--- config.mk ---
export PLATFORM = sky130hd
export DESIGN_NAME = cpu_sequencer
export DESIGN_NICKNAME = d
export VERILOG_FILES = /design/src/rtl/cpu_sequencer.sv
export SDC_FILE = /design/constraint.sdc
export NUM_CORES = 1
export LEC_CHECK = 0
export ABC_AREA = 0
export BUFFER_PORTS_ARGS = -buffer_cell sky130_fd_sc_hd__buf_2
export CAP_MARGIN = 10
export CORE_AREA = 5 5 42 44
export CTS_CLUSTER_DIAMETER = 100
export DETAILED_ROUTE_END_ITERATION = 10
export DIE_AREA = 0 0 47 49
export GPL_TIMING_DRIVEN = 0
export SYNTH_ARGS = -nofsm -noshare
export SYNTH_HDL_FRONTEND = slang
export SYNTH_SLANG_ARGS = --single-unit
--- constraint.sdc ---
create_clock -name clk -period 2.3 [get_ports clk]
set_clock_uncertainty 0.2 [all_clocks]
set_input_delay 0.46 -clock clk [delete_from_list [all_inputs] [get_ports clk]]
set_output_delay 0.46 -clock clk [all_outputs]
set_load 0.1 [all_outputs]
--- src/rtl/cpu_sequencer.sv ---
// cpu_sequencer
//
// Eight-phase instruction sequencer for the 8-bit accumulator CPU. A
// free-running phase counter steps through fetch and execute phases. The
// memory strobes and the PC/IR/accumulator controls are decoded
// combinationally from the current phase, the opcode (IR[7:5]) and the ALU
// zero flag. A HLT instruction sets a sticky halt flag at the end of P4. The
// sequencer then stays frozen in P5 until reset.
//
// Build option:
//   SEQ_SINGLE_STEP_EN - when defined, adds a 'step' input. The phase
//                        advances only on edges where step=1.
//
// Ports:
//   clk     in   clock
//   rst     in   synchronous, active-high reset
//   step    in   single-step enable (only with SEQ_SINGLE_STEP_EN)
//   opcode  in   IR[7:5] of the current instruction
//   zero    in   accumulator==0 flag from the ALU
//   sel     out  memory select (instruction-address phases)
//   rd      out  memory read
//   wr      out  memory write
//   ld_ir   out  load instruction register
//   data_e  out  accumulator drives the bidirectional data bus
//   inc_pc  out  increment program counter
//   ld_pc   out  load PC from the IR address field
//   ld_ac   out  load accumulator from the ALU
//   halt    out  CPU halted (sticky until reset)
//   phase   out  current phase, for debug
module cpu_sequencer #(
    parameter int OPC_WIDTH   = 3,
    parameter int PHASE_WIDTH = 3
) (
    input  logic                   clk,
    input  logic                   rst,
`ifdef SEQ_SINGLE_STEP_EN
    input  logic                   step,
`endif
    input  logic [OPC_WIDTH-1:0]   opcode,
    input  logic                   zero,
    output logic                   sel,
    output logic                   rd,
    output logic                   wr,
    output logic                   ld_ir,
    output logic                   data_e,
    output logic                   inc_pc,
    output logic                   ld_pc,
    output logic                   ld_ac,
    output logic                   halt,
    output logic [PHASE_WIDTH-1:0] phase
);

    localparam logic [OPC_WIDTH-1:0] OPC_HLT = OPC_WIDTH'(0);
    localparam logic [OPC_WIDTH-1:0] OPC_SKZ = OPC_WIDTH'(1);
    localparam logic [OPC_WIDTH-1:0] OPC_ADD = OPC_WIDTH'(2);
    localparam logic [OPC_WIDTH-1:0] OPC_AND = OPC_WIDTH'(3);
    localparam logic [OPC_WIDTH-1:0] OPC_XOR = OPC_WIDTH'(4);
    localparam logic [OPC_WIDTH-1:0] OPC_LDA = OPC_WIDTH'(5);
    localparam logic [OPC_WIDTH-1:0] OPC_STO = OPC_WIDTH'(6);
    localparam logic [OPC_WIDTH-1:0] OPC_JMP = OPC_WIDTH'(7);

    typedef enum logic [PHASE_WIDTH-1:0] {
        P_INST_ADDR  = PHASE_WIDTH'(0),
        P_INST_FETCH = PHASE_WIDTH'(1),
        P_INST_LOAD  = PHASE_WIDTH'(2),
        P_IDLE       = PHASE_WIDTH'(3),
        P_OP_ADDR    = PHASE_WIDTH'(4),
        P_OP_FETCH   = PHASE_WIDTH'(5),
        P_ALU_OP     = PHASE_WIDTH'(6),
        P_STORE      = PHASE_WIDTH'(7)
    } phase_t;

    phase_t phase_q, phase_d;
    logic   halt_q, halt_d;
    logic   advance;
    logic   aluOp;
    logic   isSto;
    logic   isJmp;
    logic   isSkz;
    logic [PHASE_WIDTH-1:0] phaseInc;

    // Phase counter and sticky halt flag. Reset is synchronous and aborts
    // any instruction in progress.
    always_ff @(posedge clk) begin
        if (rst) begin
            phase_q <= P_INST_ADDR;
            halt_q  <= 1'b0;
        end else begin
            phase_q <= phase_d;
            halt_q  <= halt_d;
        end
    end

    // Next-state logic. Once halted, the counter stops. Because halt is
    // set on the edge leaving P4, it stays frozen in P5.
    always_comb begin
`ifdef SEQ_SINGLE_STEP_EN
        advance = !halt_q && step;
`else
        advance = !halt_q;
`endif
        phaseInc = phase_q + PHASE_WIDTH'(1);
        phase_d  = advance ? phase_t'(phaseInc) : phase_q;
        halt_d   = halt_q || (advance && (phase_q == P_OP_ADDR) && (opcode == OPC_HLT));
    end

    // Output decode from phase and opcode. The opcode only matters from P4
    // onward, because the IR is loaded at the end of P2. The zero flag is
    // used only for SKZ in P6.
    always_comb begin
        aluOp  = (opcode == OPC_ADD) || (opcode == OPC_AND) ||
                 (opcode == OPC_XOR) || (opcode == OPC_LDA);
        isSto  = (opcode == OPC_STO);
        isJmp  = (opcode == OPC_JMP);
        isSkz  = (opcode == OPC_SKZ);
        sel    = 1'b0;
        rd     = 1'b0;
        wr     = 1'b0;
        ld_ir  = 1'b0;
        data_e = 1'b0;
        inc_pc = 1'b0;
        ld_pc  = 1'b0;
        ld_ac  = 1'b0;
        case (phase_q)
            P_INST_ADDR: begin
                sel = 1'b1;
            end
            P_INST_FETCH: begin
                sel = 1'b1;
                rd  = 1'b1;
            end
            P_INST_LOAD, P_IDLE: begin
                sel   = 1'b1;
                rd    = 1'b1;
                ld_ir = 1'b1;
            end
            P_OP_ADDR: begin
                inc_pc = 1'b1;
            end
            // Non-ALU ops leave every strobe low here so that memory latches
            // the operand address.
            P_OP_FETCH: begin
                rd = aluOp;
            end
            // STO drives the accumulator onto the bus one phase before the
            // write strobe, so the data is stable when wr rises.
            P_ALU_OP: begin
                rd     = aluOp;
                ld_ac  = aluOp;
                inc_pc = isSkz && zero;
                ld_pc  = isJmp;
                data_e = isSto;
            end
            P_STORE: begin
                rd     = aluOp;
                ld_ac  = aluOp;
                ld_pc  = isJmp;
                inc_pc = isJmp;
                wr     = isSto;
                data_e = isSto;
            end
            default: ;
        endcase
    end

    assign halt  = halt_q;
    assign phase = phase_q;

endmodule
# Word level (Yosys, flattened, before mapping)
# Cells that the tools add are included.
[totals]
ff_bits = 4
input_bits = 6
output_inout_bits = 12
elab_cells = 40
[op_classes]
n_addsub = 1
n_eq_ne = 14
mux = 8
reduce_logical = 15
[ops]
columns = ["cell", "n"]
rows = [
  ["3-bit == test (second input constant)", 8],
  ["3-bit by 2-bit == test with 1-bit output (second input constant)", 4],
  ["3-bit by 1-bit == test with 1-bit output (second input constant)", 2],
  ["3-bit logical NOT", 2],
  ["1-bit two-way mux", 6],
  ["3-bit OR reduction", 2],
  ["1-bit logical OR", 4],
  ["2-bit OR reduction", 2],
  ["4-bit OR reduction", 1],
  ["3-bit by 1-bit adder with 3-bit output (second input constant)", 1],
  ["1-bit logical AND", 3],
  ["1-bit case mux with 3 select lines", 1],
  ["1-bit case mux with 2 select lines", 1],
  ["1-bit logical NOT", 1],
]

# Logic depth before layout (Yosys ltp)
# Gate-level depths: netlist (run 1).
[logic_depth]
word_depth = 5
ltp_mapped = 5
mapped_depth_nobuf = 5

# Worst setup path after synthesis (run 1)
# Ideal clock, no wire load.
[synth_timing]
path_kind = "register to output"
from = "register phase_q[2], in the netlist phase[2]"
to = "output port data_e"
t_arrival_ns = 4.675
slack_ns = -3.035
stages_incl_launch_ff = 4
path_buffers = 1
path_cell_list = "dfxtp_1 > buf_4 > inv_1 > nor4_1"
[synth_between]
elab_chain_cells = 3
[synth_lines]
columns = ["item", "line", "rtl"]
rows = [
  ["start, declared", "73", "phase_t phase_q, phase_d;"],
  ["start signal, assigned", "89", "phase_q <= phase_d;"],
  ["3-bit == test", "124", "case (phase_q)"],
  ["2-bit OR reduction (no source line) *", "n/a", ""],
  ["1-bit two-way mux *", "124", ""],
  ["end, declared", "45", "output logic data_e,"],
]
# Every way passes the cells marked *; elsewhere a longest branch is shown, timed or not.

# Worst setup path in the final report (run 1)
[layout_timing]
from = "register phase_q[0], in the netlist phase[0]"
to = "output port inc_pc"
[layout_between]
elab_chain_cells = 2
[layout_lines]
columns = ["item", "line", "rtl"]
rows = [
  ["3-bit == test", "124", ""],
  ["1-bit case mux with 3 select lines *", "124", ""],
  ["end, declared", "46", "output logic inc_pc,"],
]
# Marked as above.

==> out/qor.txt, run 1 <==
Clk Latency, worst-skew pair: 240 ps
final core utilization: 0.391
period utilisation layout: 0.966
Setup TNS: 0 ps
global-route wire length before repair: 1410 µm
Hold Path Stages: 2
CTS Sinks: 4
xor/xnor share of the synthesized area: 0.0556
Site Rows: 14
crit path time final: 2220 ps
via count: 329
fin cells: 76
CTS max path bufs: 2
CTS tree: done
sequential share of power: 0.245
Reg clk slew, reported paths: 40 ps
final hold violation count: 0
setup bufs post-CTS: 0
Overflow after GRT: 0
port bufs: 17
total die area: 0.00230 mm²
CORE AREA: 0.00140 mm²
maximum VDD drop: 256 µV
critical path type: flip-flop to output pin
Internal: 0.000173 W
First DRT Iteration DRCs: 3
Hold Buf Count CTS: 0
# setup viols final: 0
post-synth cell types: 17
Final ANT Viol Nets: 0
Slew headroom: 0.676
#FFs+latches synth: 4
CP arrival: 1560 ps
sequential share of the synthesized area: 0.254
worst slew pin tran: 489 ps
max cap viols: 0
largest net degree at the start of global routing: 10
compound-cell area share of the yosys netlist: 0.119
Simple-Gate Fraction of Synth Area: 0.250
initial antenna violation count: 0
share of post-route cells with drive strength above 1: 0.583
Die Y: 49 µm
most frequent cells in the layout: buf_2, nor2_1, ha_1, clkbuf_4
Critical Path Fanout Max: 5
Synth Instances: 39
Root Buffer: clkbuf_4
RSZ-0062 raised after global routing: false
Die X: 47 µm
pre-CTS setup slack: 131 ps
setup ws final: 77.3 ps
DRT Pass-1 Iters: 2
HP Class: input port to flip-flop
Post-Synthesis Cell Area: 315 µm²
WHS: 216 ps
Leak: 0.249 nW
cells on worst reg2reg path: 4
GPL Wtd Cong: 0.628
post-DP HPWL: 655 µm
main combinational cell family by area after synthesis: simple AND/OR/NAND/NOR gates
Syn. warnings: 0
final WL: 816 µm
Adder-Cell Fraction of Synth Area: 0.198
placed cell count: 72
combinational power share: 0.479
Antenna Cells: 0
startpoint types: flip-flop
Ports: 18
number of global-route vias before repair: 349
switching share of power: 0.497
Req. time, crit path: 1640 ps
Post-route DRC: 0
Via density: 4.33
fill count: 158
All-Layer GR Usage: 0.0809
H-tree levels: 1
Num CTS Buffers: 3
Final #Nets: 72
syn_nets: 50
clock share of power: 0.277
status: finished clean
WL/cell: 10.7 µm
Slew Limit Fails: 0
CP Capture Type: output pin
Area Overhead vs Synth: 73.8%
sw power: 0.000171 W
Fmax: 450 MHz
mux cell area share after synthesis: 0.0635
syn avg cell area: 8.08 µm²
P per Cell Area: 628 mW/mm²
commonest non-fill, non-tap cell in the layout: buf_2
Initial Util: 0.225
## power groups by stage
stage          combinational (W)   clock, W  sequential (W)
3_3_place_gp            0.000160          0       0.0000856
4_1_cts                 0.000163   0.000101       0.0000844
6_report                0.000165  0.0000953       0.0000842
3_5_place_dp            0.000160          0       0.0000856
5_1_grt                 0.000173   0.000106       0.0000855
2_1_floorplan          0.0000981          0        0.000120
## final timing paths
check                               from  endpoint  slack, ps
worst max-delay path            phase[0]    inc_pc         80
worst max register to register  phase[1]      halt       1010
worst min register to register  phase[0]  phase[0]        350
worst min-delay path                 rst  phase[0]        220
## worst max-delay path, stage by stage (launching register included)
cell	delay, ps
dfxtp_4	360
ha_4	150
ha_1	180
and3_2	200
a31oi_4	170
o21ai_4	80
buf_6	180
## cell type report
type	instances	area, µm²	share of cell area
Clock buffer	4	26.3	0.0479
Sequential cell	4	91.3	0.167
Timing Repair Buffer	17	96.3	0.176
Inverter	3	15.0	0.0274
Buffer	1	11.3	0.0205
Multi-Input combinational cell	31	288	0.525
Tap cell	16	20.0	0.0365
## synthesized netlist by cell type
| library cell | instances | area share |
|---|---|---|
| a31oi_1 | 2 | 0.040 |
| and3_2 | 2 | 0.048 |
| buf_4 | 1 | 0.024 |
| dfxtp_1 | 4 | 0.25 |
| ha_1 | 5 | 0.20 |
| inv_1 | 3 | 0.036 |
| mux2i_1 | 2 | 0.063 |
| nand2_1 | 3 | 0.036 |
| nand3_1 | 1 | 0.016 |
| nor2_1 | 8 | 0.095 |
| nor2b_1 | 1 | 0.020 |
| nor3_1 | 1 | 0.016 |
| nor4_1 | 1 | 0.020 |
| o211ai_1 | 1 | 0.024 |
| o211ai_2 | 1 | 0.040 |
| o21ai_0 | 1 | 0.016 |
| xor2_1 | 2 | 0.056 |
## cells by family (layout without fill, tap and decap cells)
family,count (synthesis),count (layout)
simple gates,17,17
compound gates,5,5
buf+inv,4,25
xor+xnor,2,2
fa+ha+maj,5,5
flops,4,4
mux,2,2
## stage by stage
stage	cell area [µm²]	power, W
3_5_place_dp	495	0.000246
4_1_cts	537	0.000348
5_1_grt	548	0.000365
3_3_place_gp	495	0.000246
6_report	548	0.000344
2_1_floorplan	390	0.000218
## registers in the layout, summed over array words and instances, names as in the netlist
register and cells:
halt 1, phase 3
## routing by layer
metal / routed length [µm] / track usage / share of wire / vias up
met2: 380 / 0.115 / 0.47 / 10
met4: 0 / 0.0553 / 0 / 0
met3: 45 / 0.0111 / 0.055 / 0
met5: 0 / 0 / 0 / -
li1: - / - / - / 179
met1: 390 / 0.107 / 0.48 / 140
## repair_timing
action                     CTS  global route
gates cloned                 0             0
resized for setup            4             2
setup endpoints to repair    1             2
Power figures use the tool's default switching activity.
==> run 2: changes to the inputs <==
- CORE_AREA: 5 5 42 44 -> 2 2 39 41
- DIE_AREA: 0 0 47 49 -> 0 0 41 43
==> run 2 against run 1 <==
Net effect:
- non-clock buffer count stayed put
- global-route usage grew 1.6 points
- sequential power hardly changed
- register-to-register slack is essentially flat
- combinational power barely moved
- sequential cell count unchanged
- worst setup slack worse by 6.0 ps
- critical endpoint unchanged
- largest power group unchanged
==> out/qor.txt, run 2 (synthesized netlist as in run 1, its figures left out) <==
status: finished clean
setup ws final: 71.3 ps (-6.00 ps)
Final ANT Viol Nets: 0 (unchanged)
final hold violation count: 0 (unchanged)
number of global-route vias before repair: 330 (-5.4%)
Slew Limit Fails: 0 (unchanged)
combinational power share: 0.482 (+0.003)
Via density: 4.54 (+4.9%)
Hold Buf Count CTS: 0 (unchanged)
Slew headroom: 0.679 (+0.00229)
via count: 345 (+4.9%)
sequential share of power: 0.246 (about the same)
CTS tree: done
Antenna Cells: 0 (unchanged)
Area Overhead vs Synth: 73.8% (unchanged)
Initial Util: 0.228 (+0.00285)
Largest register FFs: 3 (unchanged)
Fmax: 449 MHz (-0.27%)
setup bufs post-CTS: 0 (unchanged)
GPL Wtd Cong: 0.641 (+2.0%)
flop-to-flop setup slack: 1010 ps (about the same)
worst slew pin tran: 485 ps (-3.45 ps)
# setup viols final: 0 (unchanged)
Req. time, crit path: 1640 ps (about the same)
Final Power: 0.000342 W (-0.75%)
routed length on met2: 362 µm (-4.7%)
largest net degree at the start of global routing: 10 (unchanged)
Final #Nets: 72 (unchanged)
share of post-route cells with drive strength above 1: 0.583 (unchanged)
CTS max path bufs: 2 (unchanged)
CP arrival: 1570 ps (about the same)
switching share of power: 0.493 (-0.00362)
Reg clk slew, reported paths: 40 ps (about the same)
Root Buffer: clkbuf_4
RSZ-0062 raised after global routing: false
Max Used Layer: met4
Post-route DRC: 0 (unchanged)
most frequent cells in the layout: buf_2, nor2_1, ha_1, clkbuf_4
CP Capture Type: output pin
DRT Pass-1 Iters: 2 (unchanged)
startpoint types: flip-flop
DR WL met3: 59 µm (+31%)
H-tree levels: 1 (unchanged)
HP Class: input port to flip-flop
maximum VDD drop: 301 µV (+17%)
crit path time final: 2230 ps (+6.00 ps)
global-route wire length before repair: 1130 µm (-20%)
First DRT Iteration DRCs: 5 (+2)
Clk Latency, worst-skew pair: 230 ps (about the same)
All-Layer GR Usage: 0.0973 (+0.0164)
CTS Sinks: 4 (unchanged)
commonest non-fill, non-tap cell in the layout: buf_2
Site Rows: 14 (unchanged)
Die X: 41 µm (-13%)
WL/cell: 9.86 µm (-8.2%)
CORE AREA: 0.00138 mm² (-1.2%)
Met1 Wirelength: 318 µm (-18%)
Leak: 0.249 nW (unchanged)
pre-CTS setup slack: 116 ps (-14.4 ps)
critical path type: flip-flop to output pin
port bufs: 17 (unchanged)
P per Cell Area: 624 mW/mm² (-0.75%)
Die Y: 43 µm (-12%)
Num CTS Buffers: 3 (unchanged)
Critical Path Fanout Max: 8 (+3)
post-DP HPWL: 607 µm (-7.3%)
Overflow after GRT: 0 (unchanged)
max cap viols: 0 (unchanged)
period utilisation layout: 0.969 (+0.00261)
fin area: 548 µm² (unchanged)
Ports: 18 (unchanged)
Internal: 0.000173 W (about the same)
fill count: 154 (-2.5%)
final WL: 749 µm (-8.2%)
clock share of power: 0.272 (-0.005)
total die area: 0.00176 mm² (-23%)
sw power: 0.000168 W (-1.5%)
WHS: 227 ps (+11.6 ps)
Placed Area: 495 µm² (unchanged)
initial antenna violation count: 0 (unchanged)
[run 2: cell counts in the layout (fill, tap and decap cells not counted)]
No cell type changed its count.
[run 2: routing by layer]
layer	vias up	track usage
li1	176	-
met1	154	0.0801
met2	13	0.169
met3	2	0.0157
met4	0	0.100
met5	-	0
[run 2: worst paths after layout]
kind                               start       end  depth (start not counted)
worst max register to register  phase[1]      halt                          4
worst min register to register  phase[0]  phase[0]                          2
worst max-delay path            phase[1]    inc_pc                          6
worst min-delay path                 rst  phase[0]                          2
[run 2: through the flow]
stage | TNS, ps | std cells | util
2_1_floorplan | -858 | 39 | -
4_1_cts | 0 | 76 | 0.388
3_3_place_gp | 0 | 72 | 0.358
3_5_place_dp | 0 | 72 | 0.358
5_1_grt | 0 | 76 | 0.396
6_report | 0 | 76 | 0.396
[run 2: worst max-delay path, cell delays in order (launching register included)]
cell,delay [ps]
dfxtp_4,370
ha_4,150
ha_1,190
and3_2,200
a31oi_4,170
o21ai_4,80
buf_6,180
[run 2: layout make-up]
| type | instances | area, µm² | area share |
|---|---|---|---|
| plain buffers | 1 | 11.3 | 0.0205 |
| well taps | 16 | 20.0 | 0.0365 |
| multi-input cells | 31 | 288 | 0.525 |
| flip-flops and latches | 4 | 91.3 | 0.167 |
| repair buffers | 17 | 96.3 | 0.176 |
| inverters | 3 | 15.0 | 0.0274 |
| clock buffers | 4 | 26.3 | 0.0479 |
[run 2: repair_timing]
item / 4_1_cts / 5_1_grt
cloned: 0 / 0
gates resized for setup: 4 / 2
setup endpoints to repair: 1 / 2
[run 2: power groups by stage]
stage / Combinational [W] / Sequential, W / Clock (W)
3_5_place_dp: 0.000160 / 0.0000857 / 0
4_1_cts: 0.000163 / 0.0000845 / 0.0000988
5_1_grt: 0.000175 / 0.0000855 / 0.000102
6_report: 0.000165 / 0.0000842 / 0.0000929
2_1_floorplan: 0.0000981 / 0.000120 / 0
3_3_place_gp: 0.000159 / 0.0000856 / 0
==> run 3: changes to the inputs <==
- BUFFER_PORTS_ARGS: -buffer_cell sky130_fd_sc_hd__buf_2 -> -buffer_cell sky130_fd_sc_hd__buf_4
==> run 3 against run 2 <==
Net effect:
- final area increased by 4.8%
- non-clock buffer count stayed put
- count of clock-buffer cells in the layout is the same
- die area stayed put
- clock power shrank 1%
- first-iteration DRC count down 80%
- largest power group unchanged
- cell count unchanged
- worst setup slack lost 13 ps
- combinational power is 4% higher
- critical endpoint unchanged
- wire length increased by 3.3%
- register-to-register slack about the same
==> out/qor.txt, run 3 (synthesized netlist as in run 1, its figures left out) <==
status: finished clean
number of global-route vias before repair: 325 (-1.5%)
Hold Buf Count CTS: 0 (unchanged)
Post-route DRC: 0 (unchanged)
share of post-route cells with drive strength above 1: 0.583 (unchanged)
CTS tree: done
Reg clk slew, reported paths: 40 ps (about the same)
H-tree levels: 1 (unchanged)
final core utilization: 0.415 (+0.0190)
total die area: 0.00176 mm² (unchanged)
commonest non-fill, non-tap cell in the layout: buf_4
Ports: 18 (unchanged)
setup bufs post-CTS: 0 (unchanged)
final hold violation count: 0 (unchanged)
CTS Sinks: 4 (unchanged)
Clk Latency, worst-skew pair: 230 ps (about the same)
Die X: 41 µm (unchanged)
largest net degree at the start of global routing: 10 (unchanged)
post-DP HPWL: 643 µm (+6.0%)
RSZ-0062 raised after global routing: false
Antenna Cells: 0 (unchanged)
GPL Wtd Cong: 0.630 (-1.6%)
HP Class: input port to flip-flop
Die Y: 43 µm (unchanged)
First DRT Iteration DRCs: 1 (-4)
Req. time, crit path: 1640 ps (about the same)
via count: 336 (-2.6%)
Site Rows: 14 (unchanged)
startpoint types: flip-flop
Area Overhead vs Synth: 82.1%
Num CTS Buffers: 3 (unchanged)
most frequent cells in the layout: buf_4, nor2_1, ha_1
Largest register FFs: 3 (unchanged)
Root Buffer: clkbuf_4
P per Cell Area: 606 mW/mm² (-2.8%)
max cap viols: 0 (unchanged)
# setup viols final: 0 (unchanged)
WL/cell: 10.2 µm (+3.3%)
All-Layer GR Usage: 0.102 (+0.00491)
global-route wire length before repair: 1230 µm (+8.6%)
fin area: 574 µm² (+4.8%)
Critical Path Fanout Max: 8 (unchanged)
Final #Nets: 72 (unchanged)
Placed Area: 538 µm² (+8.6%)
CORE AREA: 0.00138 mm² (unchanged)
critical path type: flip-flop to output pin
Via density: 4.42 (-2.6%)
worst slew pin tran: 279 ps (-206 ps)
Fmax: 446 MHz (-0.57%)
CTS max path bufs: 2 (unchanged)
Initial Util: 0.228 (unchanged)
Slew Limit Fails: 0 (unchanged)
port bufs: 17 (unchanged)
Overflow after GRT: 0 (unchanged)
period utilisation layout: 0.975 (+0.00558)
DRT Pass-1 Iters: 2 (unchanged)
Slew headroom: 0.815 (+0.137)
final WL: 774 µm (+3.3%)
Leak: 0.254 nW (+2.2%)
CP Capture Type: output pin
initial antenna violation count: 0 (unchanged)
crit path time final: 2240 ps (+12.8 ps)
Final ANT Viol Nets: 0 (unchanged)
CP arrival: 1580 ps (about the same)
maximum VDD drop: 199 µV (-34%)
run 3: timing repair:
| action | CTS | global route |
|---|---|---|
| hold endpoints to repair | 0 | 0 |
| endpoints found under the setup margin | 1 | 0 |
| gates resized for setup | 2 | 0 |
run 3: worst paths after layout:
| kind | startpoint | end | slack, ps | cells past startpoint |
|---|---|---|---|---|
| worst max-delay path | phase[1] | inc_pc | 60 | 6 |
| worst min-delay path | rst | phase[2] | 200 | 2 |
| worst max register to register | phase[1] | phase[1] | 1010 | 4 |
| worst min register to register | phase[0] | phase[0] | 350 | 2 |
run 3: layout make-up:
type	instances	area (µm²)
Fill cell	155	810
Inverter	3	15.0
Buffer	1	11.3
Multi-Input combinational cell	31	279
Timing Repair Buffer	17	131
Tap cell	16	20.0
Clock buffer	4	26.3
Sequential cell	4	91.3
run 3: per-stage QoR:
stage	TNS (ps)	hold WS, ps	setup WS [ps]	total power, W	instances
5_1_grt	0	201	10.8	0.000370	76
3_3_place_gp	0	344	186	0.000256	72
2_1_floorplan	-858	323	-714	0.000218	39
6_report	0	200	58.5	0.000348	76
4_1_cts	0	193	35.4	0.000356	76
3_5_place_dp	0	348	188	0.000257	72
run 3: routing by layer:
metal  routed length, µm  GRT usage
met2                 370      0.163
met3                  75     0.0157
met1                 328      0.112
met4                   0     0.0800
met5                   0          0
run 3: critical path, stage by stage (launching register included):
cell and delay, ps:
dfxtp_4 370, ha_4 160, ha_1 180, and3_2 190
a31oi_2 200, o21ai_4 80, buf_6 180
run 3: power breakdown:
group          internal, W   total, W  switching [W]
logic            0.0000409   0.000171       0.000131
registers        0.0000750  0.0000846     0.00000957
clock network    0.0000650  0.0000920      0.0000270
total             0.000181   0.000348       0.000167
